`config.mk`:
```
export PLATFORM = sky130hd
export DESIGN_NAME = ecc_apb_driver
export DESIGN_NICKNAME = d
export VERILOG_FILES = /design/src/rtl/ecc_apb_driver.sv
export SDC_FILE = /design/constraint.sdc
export NUM_CORES = 1
export LEC_CHECK = 0
export CAP_MARGIN = 20
export CORE_MARGIN = 5
export CORE_UTILIZATION = 40
export DETAILED_ROUTE_END_ITERATION = 6
export GPL_ROUTABILITY_DRIVEN = 1
export PLACE_DENSITY = 0.72
export SYNTH_ARGS = -nofsm -noshare
export SYNTH_HDL_FRONTEND = slang
export SYNTH_SLANG_ARGS = --single-unit
```
`constraint.sdc`:
```
create_clock -name clk -period 2 [get_ports clk]
set_clock_uncertainty 0.05 [all_clocks]
set_input_delay 0.5 -clock clk [delete_from_list [all_inputs] [get_ports clk]]
set_output_delay 0.5 -clock clk [all_outputs]
set_load 0.02 [all_outputs]
```
`src/rtl/ecc_apb_driver.sv`:
```
// APB initiator that programs the ECC encoder/decoder register file with four
// zero-wait writes, waits for operation_done (bounded) and returns one result.
module ecc_apb_driver #(
    parameter int DATA_WIDTH      = 32,
    parameter int AMBA_ADDR_WIDTH = 20,
    parameter int AMBA_WORD       = 32,
    parameter int TIMEOUT_CYCLES  = 1024
) (
    input  logic                       clk,
    input  logic                       rst,
    input  logic                       start,
    input  logic [1:0]                 op_ctrl,
    input  logic [AMBA_WORD-1:0]       op_data,
    input  logic [1:0]                 op_width,
    input  logic [AMBA_WORD-1:0]       op_noise,
    output logic                       busy,
    output logic [AMBA_ADDR_WIDTH-1:0] PADDR,
    output logic [AMBA_WORD-1:0]       PWDATA,
    output logic                       PSEL,
    output logic                       PENABLE,
    output logic                       PWRITE,
    input  logic                       operation_done,
    input  logic [DATA_WIDTH-1:0]      data_out,
    input  logic [1:0]                 num_of_errors,
    output logic                       result_valid,
    output logic [DATA_WIDTH-1:0]      result_data,
    output logic [1:0]                 result_errors,
    output logic                       timeout
);

    localparam int CW = (TIMEOUT_CYCLES > 1) ? $clog2(TIMEOUT_CYCLES) : 1;
    localparam logic [CW-1:0] CNT_LAST = CW'(TIMEOUT_CYCLES - 1);

    typedef enum logic [2:0] {
        ST_IDLE   = 3'd0,
        ST_SETUP  = 3'd1,
        ST_ACCESS = 3'd2,
        ST_WAIT   = 3'd3,
        ST_RESULT = 3'd4
    } state_t;

    state_t                       state_q, state_d;
    logic [1:0]                   idx_q, idx_d;
    logic [CW-1:0]                cnt_q, cnt_d;
    logic [1:0]                   ctrl_q, ctrl_d;
    logic [AMBA_WORD-1:0]         data_q, data_d;
    logic [1:0]                   width_q, width_d;
    logic [AMBA_WORD-1:0]         noise_q, noise_d;
    logic                         busy_q, busy_d;
    logic [AMBA_ADDR_WIDTH-1:0]   paddr_q, paddr_d;
    logic [AMBA_WORD-1:0]         pwdata_q, pwdata_d;
    logic                         psel_q, psel_d;
    logic                         penable_q, penable_d;
    logic                         rvalid_q, rvalid_d;
    logic [DATA_WIDTH-1:0]        rdata_q, rdata_d;
    logic [1:0]                   rerr_q, rerr_d;
    logic                         tout_q, tout_d;

    logic [1:0]                   nxt_idx_s;
    logic [AMBA_ADDR_WIDTH-1:0]   nxt_addr_s;
    logic [AMBA_WORD-1:0]         nxt_wdata_s;

    // Register sequence DATA_IN, CODEWORD_WIDTH, NOISE, CTRL: CTRL goes last because it launches the op
    always_comb begin
        nxt_idx_s = idx_q + 2'd1;
        case (nxt_idx_s)
            2'd0: begin
                nxt_addr_s  = AMBA_ADDR_WIDTH'(8'h04);
                nxt_wdata_s = data_q;
            end
            2'd1: begin
                nxt_addr_s  = AMBA_ADDR_WIDTH'(8'h08);
                nxt_wdata_s = AMBA_WORD'(width_q);
            end
            2'd2: begin
                nxt_addr_s  = AMBA_ADDR_WIDTH'(8'h0C);
                nxt_wdata_s = noise_q;
            end
            default: begin
                nxt_addr_s  = AMBA_ADDR_WIDTH'(8'h00);
                nxt_wdata_s = AMBA_WORD'(ctrl_q);
            end
        endcase
    end

    // Next-state and next-output logic; every output is registered
    always_comb begin
        state_d   = state_q;
        idx_d     = idx_q;
        cnt_d     = cnt_q;
        ctrl_d    = ctrl_q;
        data_d    = data_q;
        width_d   = width_q;
        noise_d   = noise_q;
        busy_d    = busy_q;
        paddr_d   = paddr_q;
        pwdata_d  = pwdata_q;
        psel_d    = psel_q;
        penable_d = penable_q;
        rvalid_d  = 1'b0;
        rdata_d   = rdata_q;
        rerr_d    = rerr_q;
        tout_d    = tout_q;
        case (state_q)
            ST_IDLE: begin
                if (start) begin
                    state_d   = ST_SETUP;
                    ctrl_d    = op_ctrl;
                    data_d    = op_data;
                    width_d   = op_width;
                    noise_d   = op_noise;
                    idx_d     = 2'd0;
                    cnt_d     = '0;
                    busy_d    = 1'b1;
                    psel_d    = 1'b1;
                    penable_d = 1'b0;
                    paddr_d   = AMBA_ADDR_WIDTH'(8'h04);
                    pwdata_d  = op_data;
                    rdata_d   = '0;
                    rerr_d    = 2'b00;
                    tout_d    = 1'b0;
                end else begin
                    busy_d = 1'b0;
                end
            end
            ST_SETUP: begin
                state_d   = ST_ACCESS;
                penable_d = 1'b1;
            end
            ST_ACCESS: begin
                penable_d = 1'b0;
                if (idx_q == 2'd3) begin
                    state_d = ST_WAIT;
                    psel_d  = 1'b0;
                    cnt_d   = '0;
                end else begin
                    state_d  = ST_SETUP;
                    idx_d    = nxt_idx_s;
                    paddr_d  = nxt_addr_s;
                    pwdata_d = nxt_wdata_s;
                end
            end
            ST_WAIT: begin
                // done takes priority over the limit landing in the same cycle
                if (operation_done) begin
                    state_d  = ST_RESULT;
                    rvalid_d = 1'b1;
                    rdata_d  = data_out;
                    rerr_d   = num_of_errors;
                    tout_d   = 1'b0;
                end else if (cnt_q == CNT_LAST) begin
                    state_d  = ST_RESULT;
                    rvalid_d = 1'b1;
                    rdata_d  = '0;
                    rerr_d   = 2'b11;
                    tout_d   = 1'b1;
                end else begin
                    cnt_d = cnt_q + CW'(1);
                end
            end
            ST_RESULT: begin
                state_d = ST_IDLE;
                busy_d  = 1'b0;
            end
            default: begin
                state_d   = ST_IDLE;
                busy_d    = 1'b0;
                psel_d    = 1'b0;
                penable_d = 1'b0;
            end
        endcase
    end

    // State and output registers, cleared asynchronously on reset
    always_ff @(posedge clk or negedge rst) begin
        if (!rst) begin
            state_q   <= ST_IDLE;
            idx_q     <= 2'd0;
            cnt_q     <= '0;
            ctrl_q    <= 2'd0;
            data_q    <= '0;
            width_q   <= 2'd0;
            noise_q   <= '0;
            busy_q    <= 1'b0;
            paddr_q   <= '0;
            pwdata_q  <= '0;
            psel_q    <= 1'b0;
            penable_q <= 1'b0;
            rvalid_q  <= 1'b0;
            rdata_q   <= '0;
            rerr_q    <= 2'b00;
            tout_q    <= 1'b0;
        end else begin
            state_q   <= state_d;
            idx_q     <= idx_d;
            cnt_q     <= cnt_d;
            ctrl_q    <= ctrl_d;
            data_q    <= data_d;
            width_q   <= width_d;
            noise_q   <= noise_d;
            busy_q    <= busy_d;
            paddr_q   <= paddr_d;
            pwdata_q  <= pwdata_d;
            psel_q    <= psel_d;
            penable_q <= penable_d;
            rvalid_q  <= rvalid_d;
            rdata_q   <= rdata_d;
            rerr_q    <= rerr_d;
            tout_q    <= tout_d;
        end
    end

    assign busy          = busy_q;
    assign PADDR         = paddr_q;
    assign PWDATA        = pwdata_q;
    assign PSEL          = psel_q;
    assign PENABLE       = penable_q;
    assign PWRITE        = psel_q;
    assign result_valid  = rvalid_q;
    assign result_data   = rdata_q;
    assign result_errors = rerr_q;
    assign timeout       = tout_q;

endmodule

```
==> run metrics <==
CP arrival=1.42 ns; worst path required time=1.45 ns; GRT overflow=0; FFs w/ async S/R, synth=100%; flop and latch count out of synthesis=156; largest net degree at the start of global routing=71; critical path buffer and inverter count=1; antenna fix cells=0; commonest cells in the synthesized netlist=dfrtp_1 (156), mux2_2 (68), o21ai_0 (49); crit-path cells=clkdlybuf4s50_1; max-slew violations=0; boundary pin count=~200; Worst-Skew Late Latency=around 0.42 ns; crit start category=flip-flop; H-Tree Depth=4; Setup WS pre-CTS=-0.336 ns; Comb pwr share=42.3%; Hold Fails Final Rpt=0; Maximum Capacitance Violations=0; DRC viols=0; area leader, netlist=dfrtp_1; Internal Power=between 9000 and 10000 uW; accumulated negative setup slack=0 ns; total routed wirelength=between 15000 and 20000 um; Worst Path Class, Setup=flip-flop to primary output; die area=19900 um2; Power Density=1590 nW/um2; fmax=0.508 GHz; Cell Area, Synth=between 6000 and 7000 um2; initial antenna violation count=0; Main synth FF type=dfrtp_1; final hold slack=0.422 ns; nets@finish=896; Crit-path slowest cell=clkdlybuf4s50_1; vias in the first global route=about 5600; Initial Util=between 40% and 50%; ANT nets after route=0; CTS tree=yes; largest cells by area after synthesis=dfrtp_1 (57%), mux2_2 (11%), a22o_1 (4.5%); fin crit share=98.5%; chip height=141 um; most frequent cell after synthesis=dfrtp_1; DR WL/cell=17.7 um; number of setup violations in the final report=0; Area growth, synth to finish=41.5%; status=completed; GRT Overall Usage=a little under a fifth; Clk network pwr share=22.0%; CP endpoint kind=primary output; post-synth top area share=56.9%; leak pwr=roughly 0.0044 uW; PortBufs=179; Period minus WS final=1.97 ns; first-pass GRT wire length=about 29000 um; Placer Congestion=0.851; number of synthesized flops with an enable pin=0; Clock Sinks=156; Top Family by Delay on Critical Path=buffers and inverters; CTS root buf=clkbuf_16; warnings from Yosys=0; die width=~140 um; type of the worst min-delay path=flip-flop to flip-flop; switching portion of total power=35.4%; Final HPWL DP=~13000 um; final worst slack=around 0.03 ns; total CTS buffers=17; Syn Inst Count=596; worst-path fanout max=2; Clock transition at path regs=0.06 ns; RSZ-0062 raised after global routing=no; Post-Layout Cell Count=1017; Core Util, Final=58.1%; placement row count=47; sequential area share after synthesis=56.9%; via/cell ratio=between 5 and 6; # placed instances=983; maximum root-to-sink buffer count=2; sequential power share=between 30% and 40%; Core Area=between 15000 and 20000 um2; Netlist cell types=39; Largest stage delay, worst path=0.62 ns; layout cells sized above 1=17.9%; P_sw=5470 uW; drt first-iter violations=~320; Peak VDD IR=816 uV; mean area per synthesized cell=11.5 um2; Initial DRT Pass Iterations=5; Via Count=5456
## what timing repair did
action,4_1_cts,5_1_grt
pin swaps,0,0
hold endpoints to repair,23,0
setup buffers,0,1
gates resized for setup,6,25
setup endpoints to repair,6,44
hold buffers,1,0
## final timing paths
check | start | endpoint | slack, ns | depth (start not counted)
min in group asynchronous | rst | result_data[12]$_DFFE_PN0P_ | 0.47 | 2
max reg2reg | cnt_q[1]$_DFFE_PN0P_ | result_errors[1]$_DFFE_PN0P_ | 0.08 | 6
min reg2reg | PWDATA[29]$_DFFE_PN0P_ | PWDATA[29]$_DFFE_PN0P_ | 0.42 | 2
min | PWDATA[29]$_DFFE_PN0P_ | PWDATA[29]$_DFFE_PN0P_ | 0.42 | 2
max | PWDATA[21]$_DFFE_PN0P_ | PWDATA[21] | 0.03 | 1
max in group asynchronous | rst | PWDATA[14]$_DFFE_PN0P_ | 0.80 | 3
## state kept, by name (all words and copies together) (netlist names), 2 cells and up
signal and flops:
state_q 3, cnt_q 10, data_q 32, ctrl_q 2, PADDR 2, width_q 2, PWDATA 32, noise_q 32
result_data 32, idx_q 2, result_errors 2
## routing by layer
layer | track usage (%) | share of wire, % | vias to the layer above
met5 | 0 | 0 | -
met4 | 4.54 | 1.3 | 0
met3 | 6.50 | 9.2 | 23
met2 | 29.6 | 47 | 247
met1 | 23.2 | 43 | 2686
li1 | - | - | 2500
## metrics by stage
step	cell area, um2	total power, uW
2_1_floorplan	6920	9290
5_1_grt	9710	16400
3_5_place_dp	9000	12200
3_3_place_gp	9000	11900
6_report	9710	15400
4_1_cts	9640	15600
## layout make-up
class | count | area (um2)
Tap cell | 220 | 275
Sequential cell | 156 | 3900
Multi-Input combinational cell | 382 | 2630
Inverter | 12 | 45.0
Timing Repair Buffer | 215 | 2220
Clock inverter | 14 | 193
Clock buffer | 18 | 439
Fill cell | 1317 | 6990
## cells in the final DEF (no fill, tap or decap), types with 2 or more instances in the layout
cell type        synthesis  layout
a22oi_1                 30      30
bufinv_16                0       4
nor2b_1                  5       5
nor4_1                   2       2
nand3_1                  7       7
conb_1                   1      18
a21oi_1                 37      37
dfrtp_1                156     156
nor3_1                  33      33
buf_4                   19      26
clkbuf_16                0      17
mux2_2                  68      68
clkdlybuf4s50_1          0     149
clkinv_2                 0       3
nand2b_1                 3       3
ha_1                     6       5
a22o_1                  35      35
dlygate4sd2_1            0       6
o31a_1                   2       2
dlymetal6s2s_1           0      23
o21ai_0                 49      49
mux2i_1                  2       2
a222oi_1                 2       2
and3_1                   4       4
o31ai_1                  4       4
inv_1                   12      12
buf_12                   0       8
o211ai_1                 2       2
clkinvlp_4               0       3
a31oi_1                  4       4
buf_6                    4       2
clkinv_4                 0       3
nor2_1                  10      10
nand2_1                 47      47
## power groups by stage
stage	logic [uW]	clock network, uW	registers, uW
after floorplan	3150	0	6140
after global placement	6450	0	5470
after detailed placement	6630	0	5550
after CTS	6620	3460	5520
after global routing	7070	3610	5690
final	6530	3390	5520
## logic make-up after synthesis
kind of cell	Yosys count	share of synthesized area, %
AO/OA/AOI/OAI	172	16.6
flip-flops	156	56.9
AND/OR/NAND/NOR	115	8.04
buffers and inverters	75	5.74
multiplexers	70	11.5
adder cells (fa/ha/maj)	6	1.09
other	1	0.0547
XOR/XNOR	1	0.128
Power figures use the tool's default switching activity.
